<file path="src/rtl/alu_seq_pkg.sv">
// -----------------------------------------------------------------------------
// alu_seq_pkg: shared constants and types for the sequenced execute-stage ALU.
//   - RV "OP" (R-type) opcode, funct3/funct7 encodings for base and M ops
//   - default operand width
//   - FSM state type and decoded instruction-control payload
//   - small decode helpers shared by alu_seq and muldiv_iter
// Optional feature macro used by the consumers: ALU_SEQ_MULDIV_EN.
// -----------------------------------------------------------------------------
package alu_seq_pkg;

    // Default operand/result width.
    localparam int unsigned XLEN_DEFAULT = 32;

    // R-type opcode and funct7 selectors.
    localparam logic [6:0] OPC_OP     = 7'b0110011;
    localparam logic [6:0] F7_BASE    = 7'b0000000;
    localparam logic [6:0] F7_ALT     = 7'b0100000;
    localparam logic [6:0] F7_MULDIV  = 7'b0000001;

    // Base funct3 encodings.
    localparam logic [2:0] F3_ADD     = 3'b000;
    localparam logic [2:0] F3_SLL     = 3'b001;
    localparam logic [2:0] F3_SLT     = 3'b010;
    localparam logic [2:0] F3_SLTU    = 3'b011;
    localparam logic [2:0] F3_XOR     = 3'b100;
    localparam logic [2:0] F3_SR      = 3'b101;
    localparam logic [2:0] F3_OR      = 3'b110;
    localparam logic [2:0] F3_AND     = 3'b111;

    // M-extension funct3 encodings.
    localparam logic [2:0] F3_MUL     = 3'b000;
    localparam logic [2:0] F3_MULH    = 3'b001;
    localparam logic [2:0] F3_MULHSU  = 3'b010;
    localparam logic [2:0] F3_MULHU   = 3'b011;
    localparam logic [2:0] F3_DIV     = 3'b100;
    localparam logic [2:0] F3_DIVU    = 3'b101;
    localparam logic [2:0] F3_REM     = 3'b110;
    localparam logic [2:0] F3_REMU    = 3'b111;

    typedef enum logic [1:0] {
        ST_IDLE = 2'd0,
        ST_ITER = 2'd1,
        ST_FIX  = 2'd2,
        ST_HOLD = 2'd3
    } state_t;

    // Decoded control fields of an incoming operation.
    typedef struct packed {
        logic [6:0] funct7;
        logic [2:0] funct3;
        logic [6:0] opcode;
    } inst_ctl_t;

    // Base ops: funct7 all-zero for every funct3, alt funct7 only for SUB and SRA.
    function automatic logic base_legal(input logic [2:0] f3, input logic [6:0] f7);
        return (f7 == F7_BASE) || ((f7 == F7_ALT) && ((f3 == F3_ADD) || (f3 == F3_SR)));
    endfunction

    // rs1 is treated as signed by MULH, MULHSU, DIV and REM.
    function automatic logic md_rs1_signed(input logic [2:0] f3);
        return (f3 == F3_MULH) || (f3 == F3_MULHSU) || (f3 == F3_DIV) || (f3 == F3_REM);
    endfunction

    // rs2 is treated as signed by MULH, DIV and REM.
    function automatic logic md_rs2_signed(input logic [2:0] f3);
        return (f3 == F3_MULH) || (f3 == F3_DIV) || (f3 == F3_REM);
    endfunction

endpackage

</file>
<file path="src/rtl/alu_seq_muldiv.sv">
// -----------------------------------------------------------------------------
// muldiv_iter: iterative multiply/divide datapath for alu_seq
// (only built when ALU_SEQ_MULDIV_EN is defined).
//   Multiply: shift-add, one multiplier bit per cycle into a 2*XLEN product.
//   Divide:   restoring, one quotient bit per cycle.
// Operands are reduced to magnitudes at start; signs are reapplied on the
// combinational result.
// Ports:
//   clk, rst        clock, synchronous active-high reset
//   start           load operands and begin XLEN iterations
//   funct3          M-op selector, sampled at start
//   rs1, rs2        source operands, sampled at start
//   last_c          the coming edge performs the final iteration
//   result_c        sign-corrected result, valid once iterations are complete
// -----------------------------------------------------------------------------
`ifdef ALU_SEQ_MULDIV_EN
module muldiv_iter
    import alu_seq_pkg::*;
#(
    parameter int unsigned XLEN = XLEN_DEFAULT
) (
    input  logic            clk,
    input  logic            rst,
    input  logic            start,
    input  logic [2:0]      funct3,
    input  logic [XLEN-1:0] rs1,
    input  logic [XLEN-1:0] rs2,
    output logic            last_c,
    output logic [XLEN-1:0] result_c
);

    localparam int unsigned CNT_W = $clog2(XLEN);

    // acc: {product_hi, product_lo} for multiply, {remainder, dividend/quotient} for divide.
    logic [2*XLEN-1:0] acc;
    logic [XLEN-1:0]   opnd;
    logic [CNT_W-1:0]  cnt;
    logic              active;
    logic              is_div;
    logic              sel_alt;
    logic              neg_a;
    logic              neg_r;

    logic              s1_neg_c;
    logic              s2_neg_c;
    logic [XLEN-1:0]   mag1_c;
    logic [XLEN-1:0]   mag2_c;
    logic [XLEN:0]     mul_sum_c;
    logic [XLEN:0]     div_shift_c;
    logic [XLEN:0]     div_diff_c;
    logic              div_ge_c;
    logic [2*XLEN-1:0] step_c;
    logic [2*XLEN-1:0] prod_c;
    logic [XLEN-1:0]   quot_c;
    logic [XLEN-1:0]   rem_c;

    // Operand magnitudes at start.
    always_comb begin
        s1_neg_c = md_rs1_signed(funct3) && rs1[XLEN-1];
        s2_neg_c = md_rs2_signed(funct3) && rs2[XLEN-1];
        mag1_c   = s1_neg_c ? (XLEN'(0) - rs1) : rs1;
        mag2_c   = s2_neg_c ? (XLEN'(0) - rs2) : rs2;
    end

    // One shift-add or restoring-subtract step.
    always_comb begin
        mul_sum_c   = {1'b0, acc[2*XLEN-1:XLEN]} + {1'b0, (acc[0] ? opnd : XLEN'(0))};
        div_shift_c = {acc[2*XLEN-1:XLEN], acc[XLEN-1]};
        div_ge_c    = (div_shift_c >= {1'b0, opnd});
        div_diff_c  = div_shift_c - {1'b0, opnd};
        if (is_div) begin
            step_c = {(div_ge_c ? div_diff_c[XLEN-1:0] : div_shift_c[XLEN-1:0]),
                      acc[XLEN-2:0], div_ge_c};
        end else begin
            step_c = {mul_sum_c, acc[XLEN-1:1]};
        end
    end

    // Operand load and iteration.
    always_ff @(posedge clk) begin
        if (rst) begin
            acc     <= '0;
            opnd    <= '0;
            cnt     <= '0;
            active  <= 1'b0;
            is_div  <= 1'b0;
            sel_alt <= 1'b0;
            neg_a   <= 1'b0;
            neg_r   <= 1'b0;
        end else if (start) begin
            active  <= 1'b1;
            cnt     <= '0;
            is_div  <= funct3[2];
            // Upper product half for MULH*, remainder for REM*.
            sel_alt <= funct3[2] ? funct3[1] : (funct3 != F3_MUL);
            // Divide by zero keeps an all-ones quotient regardless of sign.
            neg_a   <= (s1_neg_c ^ s2_neg_c) && (!funct3[2] || (rs2 != '0));
            neg_r   <= s1_neg_c;
            if (funct3[2]) begin
                acc  <= {XLEN'(0), mag1_c};
                opnd <= mag2_c;
            end else begin
                acc  <= {XLEN'(0), mag2_c};
                opnd <= mag1_c;
            end
        end else if (active) begin
            acc <= step_c;
            cnt <= cnt + CNT_W'(1);
            if (cnt == CNT_W'(XLEN - 1)) begin
                active <= 1'b0;
            end
        end
    end

    assign last_c = active && (cnt == CNT_W'(XLEN - 1));

    // Sign correction of the finished magnitudes.
    always_comb begin
        prod_c   = neg_a ? ((2*XLEN)'(0) - acc) : acc;
        quot_c   = neg_a ? (XLEN'(0) - acc[XLEN-1:0]) : acc[XLEN-1:0];
        rem_c    = neg_r ? (XLEN'(0) - acc[2*XLEN-1:XLEN]) : acc[2*XLEN-1:XLEN];
        if (is_div) begin
            result_c = sel_alt ? rem_c : quot_c;
        end else begin
            result_c = sel_alt ? prod_c[2*XLEN-1:XLEN] : prod_c[XLEN-1:0];
        end
    end

endmodule
`endif

</file>
<file path="src/rtl/alu_seq.sv">
// -----------------------------------------------------------------------------
// alu_seq: handshaked execute-stage integer ALU.
//   Base R-type ops complete with latency 1. With ALU_SEQ_MULDIV_EN defined,
//   M-extension ops run on muldiv_iter (XLEN iterations + one fix-up cycle);
//   without it they are reported illegal at latency 1 and busy is tied low.
// Ports:
//   clk, rst                  clock, synchronous active-high reset
//   in_valid / in_ready       operation handshake (in_ready has no in_valid path)
//   opcode, funct3, funct7    instruction fields
//   rs1, rs2                  source operands
//   out_valid / out_ready     result handshake
//   rd, illegal               result and unrecognised-op flag, held under backpressure
//   busy                      iterative op in progress
// -----------------------------------------------------------------------------
module alu_seq
    import alu_seq_pkg::*;
#(
    parameter int unsigned XLEN    = XLEN_DEFAULT,
    parameter int unsigned SHAMT_W = $clog2(XLEN)
) (
    input  logic            clk,
    input  logic            rst,
    input  logic            in_valid,
    output logic            in_ready,
    input  logic [6:0]      opcode,
    input  logic [2:0]      funct3,
    input  logic [6:0]      funct7,
    input  logic [XLEN-1:0] rs1,
    input  logic [XLEN-1:0] rs2,
    output logic            out_valid,
    input  logic            out_ready,
    output logic [XLEN-1:0] rd,
    output logic            illegal,
    output logic            busy
);

    state_t          state;
    inst_ctl_t       ctl_c;
    logic [XLEN-1:0] alu_c;
    logic            base_ok_c;
    logic            accept_c;
    logic [SHAMT_W-1:0] shamt_c;

    assign ctl_c     = '{funct7: funct7, funct3: funct3, opcode: opcode};
    assign shamt_c   = rs2[SHAMT_W-1:0];
    assign base_ok_c = (ctl_c.opcode == OPC_OP) && base_legal(ctl_c.funct3, ctl_c.funct7);
    assign in_ready  = (state == ST_IDLE) && (!out_valid || out_ready);
    assign accept_c  = in_valid && in_ready;

    // Single-cycle base ALU.
    always_comb begin
        alu_c = '0;
        case (ctl_c.funct3)
            F3_ADD:  alu_c = ctl_c.funct7[5] ? (rs1 - rs2) : (rs1 + rs2);
            F3_SLL:  alu_c = rs1 << shamt_c;
            F3_SLT:  alu_c = XLEN'($signed(rs1) < $signed(rs2));
            F3_SLTU: alu_c = XLEN'(rs1 < rs2);
            F3_XOR:  alu_c = rs1 ^ rs2;
            F3_SR:   alu_c = ctl_c.funct7[5] ? XLEN'($signed(rs1) >>> shamt_c) : (rs1 >> shamt_c);
            F3_OR:   alu_c = rs1 | rs2;
            F3_AND:  alu_c = rs1 & rs2;
            default: alu_c = '0;
        endcase
    end

`ifdef ALU_SEQ_MULDIV_EN
    logic            md_ok_c;
    logic            md_last_c;
    logic [XLEN-1:0] md_result_c;
    logic            busy_q;

    assign md_ok_c = (ctl_c.opcode == OPC_OP) && (ctl_c.funct7 == F7_MULDIV);
    assign busy    = busy_q;

    muldiv_iter #(
        .XLEN (XLEN)
    ) u_muldiv (
        .clk      (clk),
        .rst      (rst),
        .start    (accept_c && md_ok_c),
        .funct3   (ctl_c.funct3),
        .rs1      (rs1),
        .rs2      (rs2),
        .last_c   (md_last_c),
        .result_c (md_result_c)
    );
`else
    assign busy = 1'b0;
`endif

    // Control FSM and output register.
    always_ff @(posedge clk) begin
        if (rst) begin
            state     <= ST_IDLE;
            out_valid <= 1'b0;
            rd        <= '0;
            illegal   <= 1'b0;
`ifdef ALU_SEQ_MULDIV_EN
            busy_q    <= 1'b0;
`endif
        end else begin
            case (state)
                ST_IDLE: begin
                    if (out_valid && out_ready) begin
                        out_valid <= 1'b0;
                    end
                    if (accept_c) begin
`ifdef ALU_SEQ_MULDIV_EN
                        if (md_ok_c) begin
                            state  <= ST_ITER;
                            busy_q <= 1'b1;
                        end else
`endif
                        begin
                            // Unrecognised ops return zero with the illegal flag.
                            rd        <= base_ok_c ? alu_c : '0;
                            illegal   <= !base_ok_c;
                            out_valid <= 1'b1;
                        end
                    end
                end
`ifdef ALU_SEQ_MULDIV_EN
                ST_ITER: begin
                    if (md_last_c) begin
                        state <= ST_FIX;
                    end
                end
                ST_FIX: begin
                    rd        <= md_result_c;
                    illegal   <= 1'b0;
                    out_valid <= 1'b1;
                    busy_q    <= 1'b0;
                    state     <= ST_HOLD;
                end
                ST_HOLD: begin
                    if (out_ready) begin
                        out_valid <= 1'b0;
                        state     <= ST_IDLE;
                    end
                end
`endif
                default: state <= ST_IDLE;
            endcase
        end
    end

endmodule

</file>
<file path="config.mk">
export PLATFORM = sky130hd
export DESIGN_NAME = alu_seq
export DESIGN_NICKNAME = d
export VERILOG_FILES = /design/src/rtl/alu_seq_pkg.sv /design/src/rtl/alu_seq_muldiv.sv /design/src/rtl/alu_seq.sv
export SDC_FILE = /design/constraint.sdc
export NUM_CORES = 1
export LEC_CHECK = 0
export CAP_MARGIN = 15
export CORE_ASPECT_RATIO = 1.4
export CORE_MARGIN = 3
export CORE_UTILIZATION = 25
export CTS_CLUSTER_SIZE = 14
export DETAILED_ROUTE_END_ITERATION = 7
export GPL_TIMING_DRIVEN = 0
export MAX_ROUTING_LAYER = met4
export PLACE_DENSITY = 0.43
export SLEW_MARGIN = 15
export SYNTH_ARGS = -nofsm -noshare
export SYNTH_HDL_FRONTEND = slang
export SYNTH_SLANG_ARGS = --single-unit
</file>
<file path="constraint.sdc">
create_clock -name clk -period 3.4 [get_ports clk]
set_input_delay 0.34 -clock clk [delete_from_list [all_inputs] [get_ports clk]]
set_output_delay 0.34 -clock clk [all_outputs]
set_load 0.05 [all_outputs]
</file>
# Yosys cells after proc, flatten, opt, wreduce, memory -nomap -nowiden
# Cells that the tools add are included.
[classes]
n_reduce_logical = 12
n_shift = 3
add_sub_neg = 2
mux = 6
n_bitwise = 3
n_lt_le_gt_ge = 2
n_eq_ne = 9
[ops]
columns = ["op", "n"]
rows = [
  ["32-bit one-hot mux with 8 select lines", 1],
  ["32-bit 2-to-1 mux", 3],
  ["32-bit less-than comparator", 2],
  ["32-bit adder", 1],
  ["32-bit AND", 1],
  ["32-bit bitwise OR", 1],
  ["32-bit by 5-bit left shift with 32-bit output", 1],
  ["32-bit by 5-bit right shift with 32-bit output", 1],
  ["32-bit by 5-bit >>> shifter with 32-bit output", 1],
  ["32-bit subtractor", 1],
  ["32-bit XOR", 1],
  ["7-bit by 6-bit equality test with 1-bit output (second input constant)", 2],
  ["3-bit equality test (second input constant)", 4],
  ["7-bit zero test", 1],
  ["3-bit by 2-bit equality test with 1-bit output (second input constant)", 2],
  ["1-bit logical AND", 4],
  ["3-bit by 1-bit equality test with 1-bit output (second input constant)", 1],
  ["3-bit zero test", 1],
  ["1-bit logical OR", 3],
  ["1-bit zero test", 2],
  ["1-bit 2-to-1 mux", 2],
  ["2-bit nonzero test", 1],
]
[totals]
output_inout_bits = 36
ff_bits = 34

# Logic depth before layout (Yosys ltp)
# Gate-level depths: netlist (run 1).
[depth]
word_depth = 6
depth_mapped = 14
mapped_depth_nobuf = 13

# Least setup slack after synthesis (run 1)
# OpenSTA, ideal clock, no wires.
[synth_timing]
path_kind = "input port to flip-flop"
start = "in rs2[2]"
end = "reg rd[23]"
path_buffers = 3
required_ns = 3.309
t_arrival_ns = 3.575
slack_ns = -0.266
path_stages = 13
path_cell_list = "clkinv_1 -> buf_1 -> buf_1 -> ha_1 -> clkbuf_2 -> or4_4 -> and4b_4 -> o41a_1 -> o41ai_2 -> a21oi_1 -> a21oi_2 -> xnor2_1 -> a311oi_1"
[synth_via]
elab_chain_cells = 4
word_cells_on_any_way = 9
classes_between = "add/sub: 2; shift: 3; mux: 4"
[synth_rtl]
columns = ["item", "line", "text"]
rows = [
  ["from (decl)", "alu_seq.sv:29", "input logic [XLEN-1:0] rs2,"],
  ["32-bit adder, or another cell as far along", "alu_seq.sv:54", "F3_ADD: alu_c = ctl_c.funct7[5] ? (rs1 - rs2) : (rs1 + rs2);"],
  ["32-bit 2-to-1 mux, on equally long branches", "alu_seq.sv:54, alu_seq.sv:59", ""],
  ["32-bit one-hot mux with 8 select lines *", "alu_seq.sv:53", "case (ctl_c.funct3)"],
  ["32-bit 2-to-1 mux *", "alu_seq.sv:116", "rd <= base_ok_c ? alu_c : '0;"],
  ["to (signal assigned)", "alu_seq.sv:116", ""],
  ["to (decl)", "alu_seq.sv:32", "output logic [XLEN-1:0] rd,"],
]
# Every way passes the cells marked *; elsewhere a longest branch is shown, timed or not.
# A chain may end at the register's enable or synchronous reset.

# Final worst setup path (run 1)
[layout_timing]
start = "in funct7[5]"
end = "reg rd[1]"
[layout_via]
elab_chain_cells = 5
word_cells_on_any_way = 9
classes_between = "eq/ne: 1; mux: 4; reduce/logical: 4"
[layout_rtl]
columns = ["item", "line", "text"]
rows = [
  ["from (decl)", "alu_seq.sv:27", "input logic [6:0] funct7,"],
  ["7-bit by 6-bit equality test with 1-bit output", "alu_seq_pkg.sv:56", "return (f7 == F7_BASE) || ((f7 == F7_ALT) && ((f3 == F3_ADD) || (f3 == F3_SR)));"],
  ["1-bit logical AND", "alu_seq_pkg.sv:56", ""],
  ["1-bit logical OR", "alu_seq_pkg.sv:56", ""],
  ["1-bit logical AND", "alu_seq.sv:46", "assign base_ok_c = (ctl_c.opcode == OPC_OP) && base_legal(ctl_c.funct3, ctl_c.funct7);"],
  ["32-bit 2-to-1 mux *", "alu_seq.sv:116", ""],
]
# Marked as above.

==> results by group, run 1 <==
Drt
  • DRT Pass-1 Iters: 7
  • Final ANT Viol Nets: 0
  • Via count: 12,500
  • Detailed Route Iter0 Violations: 1,376
  • WL/cell: 32.2 um
  • # DRC: 0
  • Vias per cell: 6.09
  • Final wirelength: 66,100 um

Die
  • Die Area: 42,000 um2
  • IO Pins: 121
  • Chip Width: 174 um
  • Die H: 241 um
  • Initial Utilization: 25.5%
  • Core area: 38,700 um2
  • Rows: 85

Timing
  • Setup ws final: -0.0114 ns
  • Final hold vios: 0
  • Final setup vio count: 1
  • Max-slew violations: 0
  • Hold WS: 0.448 ns
  • Final clock skew: 0.0120 ns
  • Achievable Freq: 0.293 GHz
  • Unrepaired setup endpoints after global routing: true
  • Worst slew margin: 23.2%
  • Post-route minimum period: 3.41 ns
  • Worst-margin pin slew: 1.15 ns
  • Final worst path period share: 100%

Logic synthesis
  • Dominant cell type by area after synthesis: mux4_2
  • Post-synth EDFFs: 0
  • Asr flop ratio synth: 0%
  • Largest cells by area after synthesis: mux4_2, ha_1, a21oi_1
  • Synthesized instance count: 1,391
  • Avg Inst Size Synth: 7.10 um2
  • Net Count, Synth: 1,575
  • Post-synth top area share: 14.4%
  • #FFs+latches synth: 34
  • Ys Warns: 0
  • Count of cell types in the netlist: 80
  • Post-synthesis sequential area ratio: 6.89%
  • Synth Cell Area: 9880 um2
  • Top_reg_cell synth: dfxtp_1

GRT
  • Initial antenna violation count: 3
  • Vias in the first global route: 12,200
  • Pin count of the biggest net entering global routing: 13
  • Grt total ovfl: 0
  • First-pass GRT wire length: 92,000 um
  • GRT Total Usage: 31.2%

Cells and area
  • # fillers: 4,312
  • Area growth syn-to-layout: 28.4%
  • Proportion of layout cells with a drive suffix above 1: 16.9%
  • Antenna cells: 0
  • Seq. cell area: 681 um2
  • Nets: 1,716
  • Area of the multi-input gates: 8850 um2
  • Design Area, Final: 12,700 um2
  • Post-layout utilization of the core: 32.8%

Flow run
  • Max-Cap Viols: 0

Power
  • Switching Share: 51.6%
  • Pleak: 4.96 nW
  • Worst VDD drop: 0.159 mV
  • Clock power share: 20.8%
  • Total power: 3.22 mW
  • Int Power: 1.56 mW
  • Switch Pwr: 1.66 mW
  • Comb pwr share: 66.8%
  • Sequential power share: 12.4%
  • Pwr dens: 254 nW/um2

Status
  • Status: finished, violations left
  • Failing checks: negative setup slack

Clock network
  • H-tree levels: 2
  • CTS Root Cell: clkbuf_16
  • CTS Buffer Depth: 2
  • Clk sinks: 34
  • Clk slew on worst S/H paths: 0.06 ns
  • Clk_lat worst skew: 0.32 ns
  • TritonCTS Buffers: 5
  • Hold-fix buffers, CTS: 0
  • CTS tree: built

Critical path
  • R2r startpoint: out_valid$_SDFFE_PP0P_
  • Critical path startpoint category: input port
  • Worst EP arrival: 3.61 ns
  • Worst reg-to-reg path cell count: 9
  • CP Data Required Time: 3.60 ns
  • Worst Path Max Fanout: 10
  • Critical path endpoint category: register
  • Reg2reg end: rd[31]$_SDFFE_PP0P_
  • CP Capture Point: rd[1]$_SDFFE_PP0P_
  • WS Path Type: in2reg
  • CP startpoint: funct7[5]
  • FF-to-FF setup slack: 0.75 ns

Place
  • RD Place Congestion: 1.02
  • Post-DP Area: 11,700 um2
  • Pre-CTS setup slack: -1.99 ns
  • Buffers on Ports: 116
  • HPWL Detailed: 53,900 um

Hold path
  • Hold Path Class: reg2reg
  • Hold path cells: 1
sequential cells by signal (all words and copies together), names as in the netlist:
register / flops
illegal: 1
out_valid: 1
rd: 32
critical path, cell delays in order:
cell	delay, ns
clkbuf_1	0.51
clkbuf_2	0.48
clkdlybuf4s15_1	0.81
clkbuf_2	0.53
mux2i_1	0.58
a21oi_1	0.14
a22o_1	0.22
metal layers:
layer / vias to the layer above / GRT usage [%] / share of wire, % / wire (um)
met4: 0 / 20.3 / 8.4 / 5580
met3: 211 / 2.93 / 5.3 / 3500
met1: 6190 / 34.7 / 37 / 24700
li1: 5454 / - / - / -
met5: - / - / 0 / 0
met2: 662 / 53.8 / 49 / 32300
layout by cell type (no fill, tap or decap), types with 14 or more instances in the layout:
cell             synthesis  final
nor2_1                 164    164
a21oi_1                148    138
o21ai_0                135    125
nand2_1                125    124
inv_1                   97     93
ha_1                    97     88
clkdlybuf4s50_1          0     78
mux4_2                  63     63
clkbuf_1                76     58
dfxtp_1                 34     34
buf_4                    3     32
mux2i_1                 28     24
clkbuf_2                 1     22
nor3_1                  23     21
a21o_1                  19     19
o211ai_1                19     19
nand3_1                 16     16
a211oi_1                17     16
xnor2_1                 21     16
a221oi_1                25     14
cell families (layout without fill, tap and decap cells):
kind of cell | Yosys count | count (layout) | share of synthesized area (%)
mux | 100 | 100 | 18.2
fa+ha+maj | 99 | 99 | 12.7
xor+xnor | 25 | 25 | 2.22
buf+inv | 216 | 358 | 8.60
compound gates | 506 | 506 | 32.9
other cells | 1 | 1 | 0.0380
simple gates | 410 | 410 | 18.5
flops | 34 | 34 | 6.89
metrics by stage:
step	setup TNS [ns]	std cells
detailed placement	-42.48	2030
global route	-0.0176	2055
CTS	0	2043
finish	-0.0114	2055
floorplan	0	1391
global placement	-43.29	2029
power by group through the flow:
stage	Combinational, mW	Sequential [mW]	Clock, mW
after floorplan	1.07	0.416	0
after global placement	1.93	0.410	0
after detailed placement	1.92	0.410	0
after CTS	2.03	0.401	0.668
after global routing	2.23	0.401	0.675
final	2.15	0.401	0.669
area by class of cell:
type	instances	area share, %
multi-input combinational	1141	69.8
timing repair buffer	141	10.1
sequential	34	5.36
tap	522	5.15
buffer	108	4.81
inverter	101	3.25
clock buffer	5	0.986
clock inverter	3	0.542
synthesized netlist by cell type (11+ instances only):
master and number:
a211oi_1 17, a21o_1 19, a21oi_1 148, a221oi_1 25, a31oi_1 13, buf_1 19
buf_2 15, clkbuf_1 76, dfxtp_1 34, ha_1 97, inv_1 97, mux2i_1 28
mux4_2 63, nand2_1 125, nand2b_1 11, nand3_1 16, nor2_1 164, nor3_1 23
nor4_1 15, o211ai_1 19, o21ai_0 135, o31ai_1 11, or3_1 11, xnor2_1 21
how the worst min path moves through the flow:
stage                             start                      to  slack, ns
finish              rd[25]$_SDFFE_PP0P_     rd[25]$_SDFFE_PP0P_       0.45
global route        rd[25]$_SDFFE_PP0P_     rd[25]$_SDFFE_PP0P_       0.47
CTS                 rd[25]$_SDFFE_PP0P_     rd[25]$_SDFFE_PP0P_       0.45
floorplan                      in_valid  out_valid$_SDFFE_PP0P_       0.47
global placement    rd[25]$_SDFFE_PP0P_     rd[25]$_SDFFE_PP0P_       0.44
detailed placement  rd[25]$_SDFFE_PP0P_     rd[25]$_SDFFE_PP0P_       0.44
repair_timing:
action	4_1_cts	5_1_grt
setup buffers	8	16
pin swaps	14	23
gates resized for setup	193	88
setup endpoints to repair	32	17
Power figures use the tool's default switching activity.
==> run 2: changes to the inputs <==
- CORE_MARGIN: 3 -> 2
==> results by group, run 2 (synthesized netlist as in run 1, its figures left out) <==
Clock network
  • H-tree levels: 2 (unchanged)
  • Clk sinks: 34 (unchanged)
  • CTS Buffer Depth: 2 (unchanged)
  • CTS tree: built
  • CTS Root Cell: clkbuf_16
  • Clk slew on worst S/H paths: 0.06 ns (about the same)
  • Hold-fix buffers, CTS: 0 (unchanged)
  • TritonCTS Buffers: 5 (unchanged)
  • Clk_lat worst skew: 0.29 ns (-0.03 ns)

Drt
  • Via count: 12,400 (-0.54%)
  • Vias per cell: 6.01 (-1.4%)
  • Final wirelength: 65,800 um (-0.46%)
  • # DRC: 0 (unchanged)
  • WL/cell: 31.7 um (-1.3%)
  • Detailed Route Iter0 Violations: 1,189 (-14%)
  • DRT Pass-1 Iters: 6 (-1)
  • Final ANT Viol Nets: 0 (unchanged)

Die
  • Core area: 39,200 um2 (+1.2%)
  • Chip Width: 172 um (-1.1%)
  • Rows: 86 (+1.2%)
  • Initial Utilization: 25.2% (-0.30 points)
  • IO Pins: 121 (unchanged)
  • Die Area: 41,200 um2 (-2.0%)
  • Die H: 239 um (-0.83%)

Place
  • HPWL Detailed: 53,800 um (-0.24%)
  • RD Place Congestion: 1.03 (+0.60%)
  • Pre-CTS setup slack: -2.14 ns (-0.151 ns)
  • Buffers on Ports: 116 (unchanged)

Timing
  • Final hold vios: 0 (unchanged)
  • Achievable Freq: 0.286 GHz (-2.5%)
  • Setup TNS Final: -0.178 ns (-0.167 ns)
  • Final worst path period share: 103% (+2.6 points)
  • Final setup vio count: 2 (+1)
  • Final clock skew: 0.00689 ns (-0.00506 ns)
  • Worst-margin pin slew: 1.15 ns (-0.00630 ns)
  • Unrepaired setup endpoints after global routing: true
  • Hold WS: 0.460 ns (+0.0119 ns)
  • Max-slew violations: 0 (unchanged)
  • Post-route minimum period: 3.50 ns (+0.0879 ns)
  • Worst slew margin: 23.7% (+0.42 points)
  • Setup ws final: -0.0993 ns (-0.0879 ns)

Critical path
  • Worst EP arrival: 3.72 ns (+0.11 ns)
  • WS Path Type: in2reg
  • Crit path cell chain: clkbuf_1, clkbuf_2, buf_1, clkbuf_2, a21oi_1, xnor2_1, o21ai_0, o21ai_0
  • CP startpoint: funct7[5]
  • Worst Path Max Fanout: 10 (unchanged)
  • FF-to-FF setup slack: 0.92 ns (+0.17 ns)
  • CP Data Required Time: 3.62 ns (+0.02 ns)
  • R2r startpoint: out_valid$_SDFFE_PP0P_
  • Critical path endpoint category: register
  • Critical path startpoint category: input port
  • Largest stage delay on the critical path: 0.77 ns (-0.04 ns)
  • CP max stage cell: buf_1

Status
  • Failing checks: negative setup slack
  • Status: finished, violations left

Cells and area
  • Most flop-heavy register: rd
  • Commonest non-fill, non-tap cell in the layout: nor2_1
  • Most frequent cells in the layout: nor2_1, a21oi_1, o21ai_0
  • Proportion of layout cells with a drive suffix above 1: 18.7% (+1.8 points)
  • Area growth syn-to-layout: 30.5%
  • Post-layout utilization of the core: 32.9% (+0.13 points)
  • Nets: 1,727 (+0.64%)
  • # fillers: 4,320 (+0.19%)
  • Registers with the most flip-flops: rd x32, illegal x1, out_valid x1
  • Max FFs per register: 32 (unchanged)

GRT
  • Pin count of the biggest net entering global routing: 16 (+3)
  • Initial antenna violation count: 0 (-3)
  • Grt total ovfl: 0 (unchanged)
  • Vias in the first global route: 12,300 (+1.1%)
  • First-pass GRT wire length: 92,300 um (+0.38%)
  • GRT Total Usage: 32.7% (+1.5 points)

Hold path
  • Hold Path Class: reg2reg
  • HP Start: rd[20]$_SDFFE_PP0P_

Power
  • Pleak: 5.00 nW (+0.69%)
  • Pwr dens: 250 nW/um2 (-1.4%)
  • Total power: 3.23 mW (+0.13%)
  • Worst VDD drop: 0.184 mV (+16%)

Flow run
  • Max-Cap Viols: 0 (unchanged)
run 2: changes by cell type in the layout (fill, tap and decap cells not counted), sizes merged:
cell	change
clkdlybuf4s18	-1
clkinv	+1
diode	+1
clkbuf	-4
inv	-2
clkdlybuf4s50	+1
buf	+13
clkdlybuf4s15	+6
dlymetal6s2s	-1
dlygate4sd2	-3
clkinvlp	+1
run 2: final cells by class:
type	instances	area, um2	share of cell area (%)
Clock buffer	5	125	0.971
Antenna cell	1	2.50	0.0194
Clock inverter	3	68.8	0.534
Inverter	101	424	3.29
Buffer	107	596	4.62
Timing Repair Buffer	153	1420	11.0
Tap cell	528	661	5.13
Multi-Input combinational cell	1141	8910	69.1
Sequential cell	34	681	5.28
run 2: worst paths after layout:
kind | end | cells past startpoint
setup / recovery | rd[6]$_SDFFE_PP0P_ | 8
hold / removal | rd[20]$_SDFFE_PP0P_ | 1
setup reg to reg | rd[31]$_SDFFE_PP0P_ | 9
hold reg to reg | rd[20]$_SDFFE_PP0P_ | 1
run 2: per-layer routing:
metal	vias to the layer above	routed length (um)	global-route usage, %	share of wire (%)
li1	5465	-	-	-
met1	6145	24600	36.7	37
met2	610	31700	54.7	48
met3	229	3330	2.59	5.1
met4	0	6180	22.9	9.4
met5	-	0	-	0
run 2: stage by stage:
| step | area, um2 | instances |
|---|---|---|
| final | 12900 | 2073 |
| after global routing | 12900 | 2072 |
| after CTS | 12500 | 2054 |
| after detailed placement | 11700 | 2036 |
| after global placement | 11700 | 2035 |
| after floorplan | 9890 | 1391 |
run 2: report_power, final:
group	internal, mW	switching (mW)
Sequential	0.400	0.000872
Combinational	0.755	1.44
Clock	0.422	0.211
Total	1.58	1.65
run 2: critical path: cells and delay by family:
kind            cells  cell delay [ns]
compound gates      3             0.58
xor+xnor            1             0.53
buf+inv             4             2.25
run 2: repair_timing:
action                     CTS  global route
setup buffers               15            21
resized for setup          214            88
setup endpoints to repair   32            21
pin swaps                   25            25
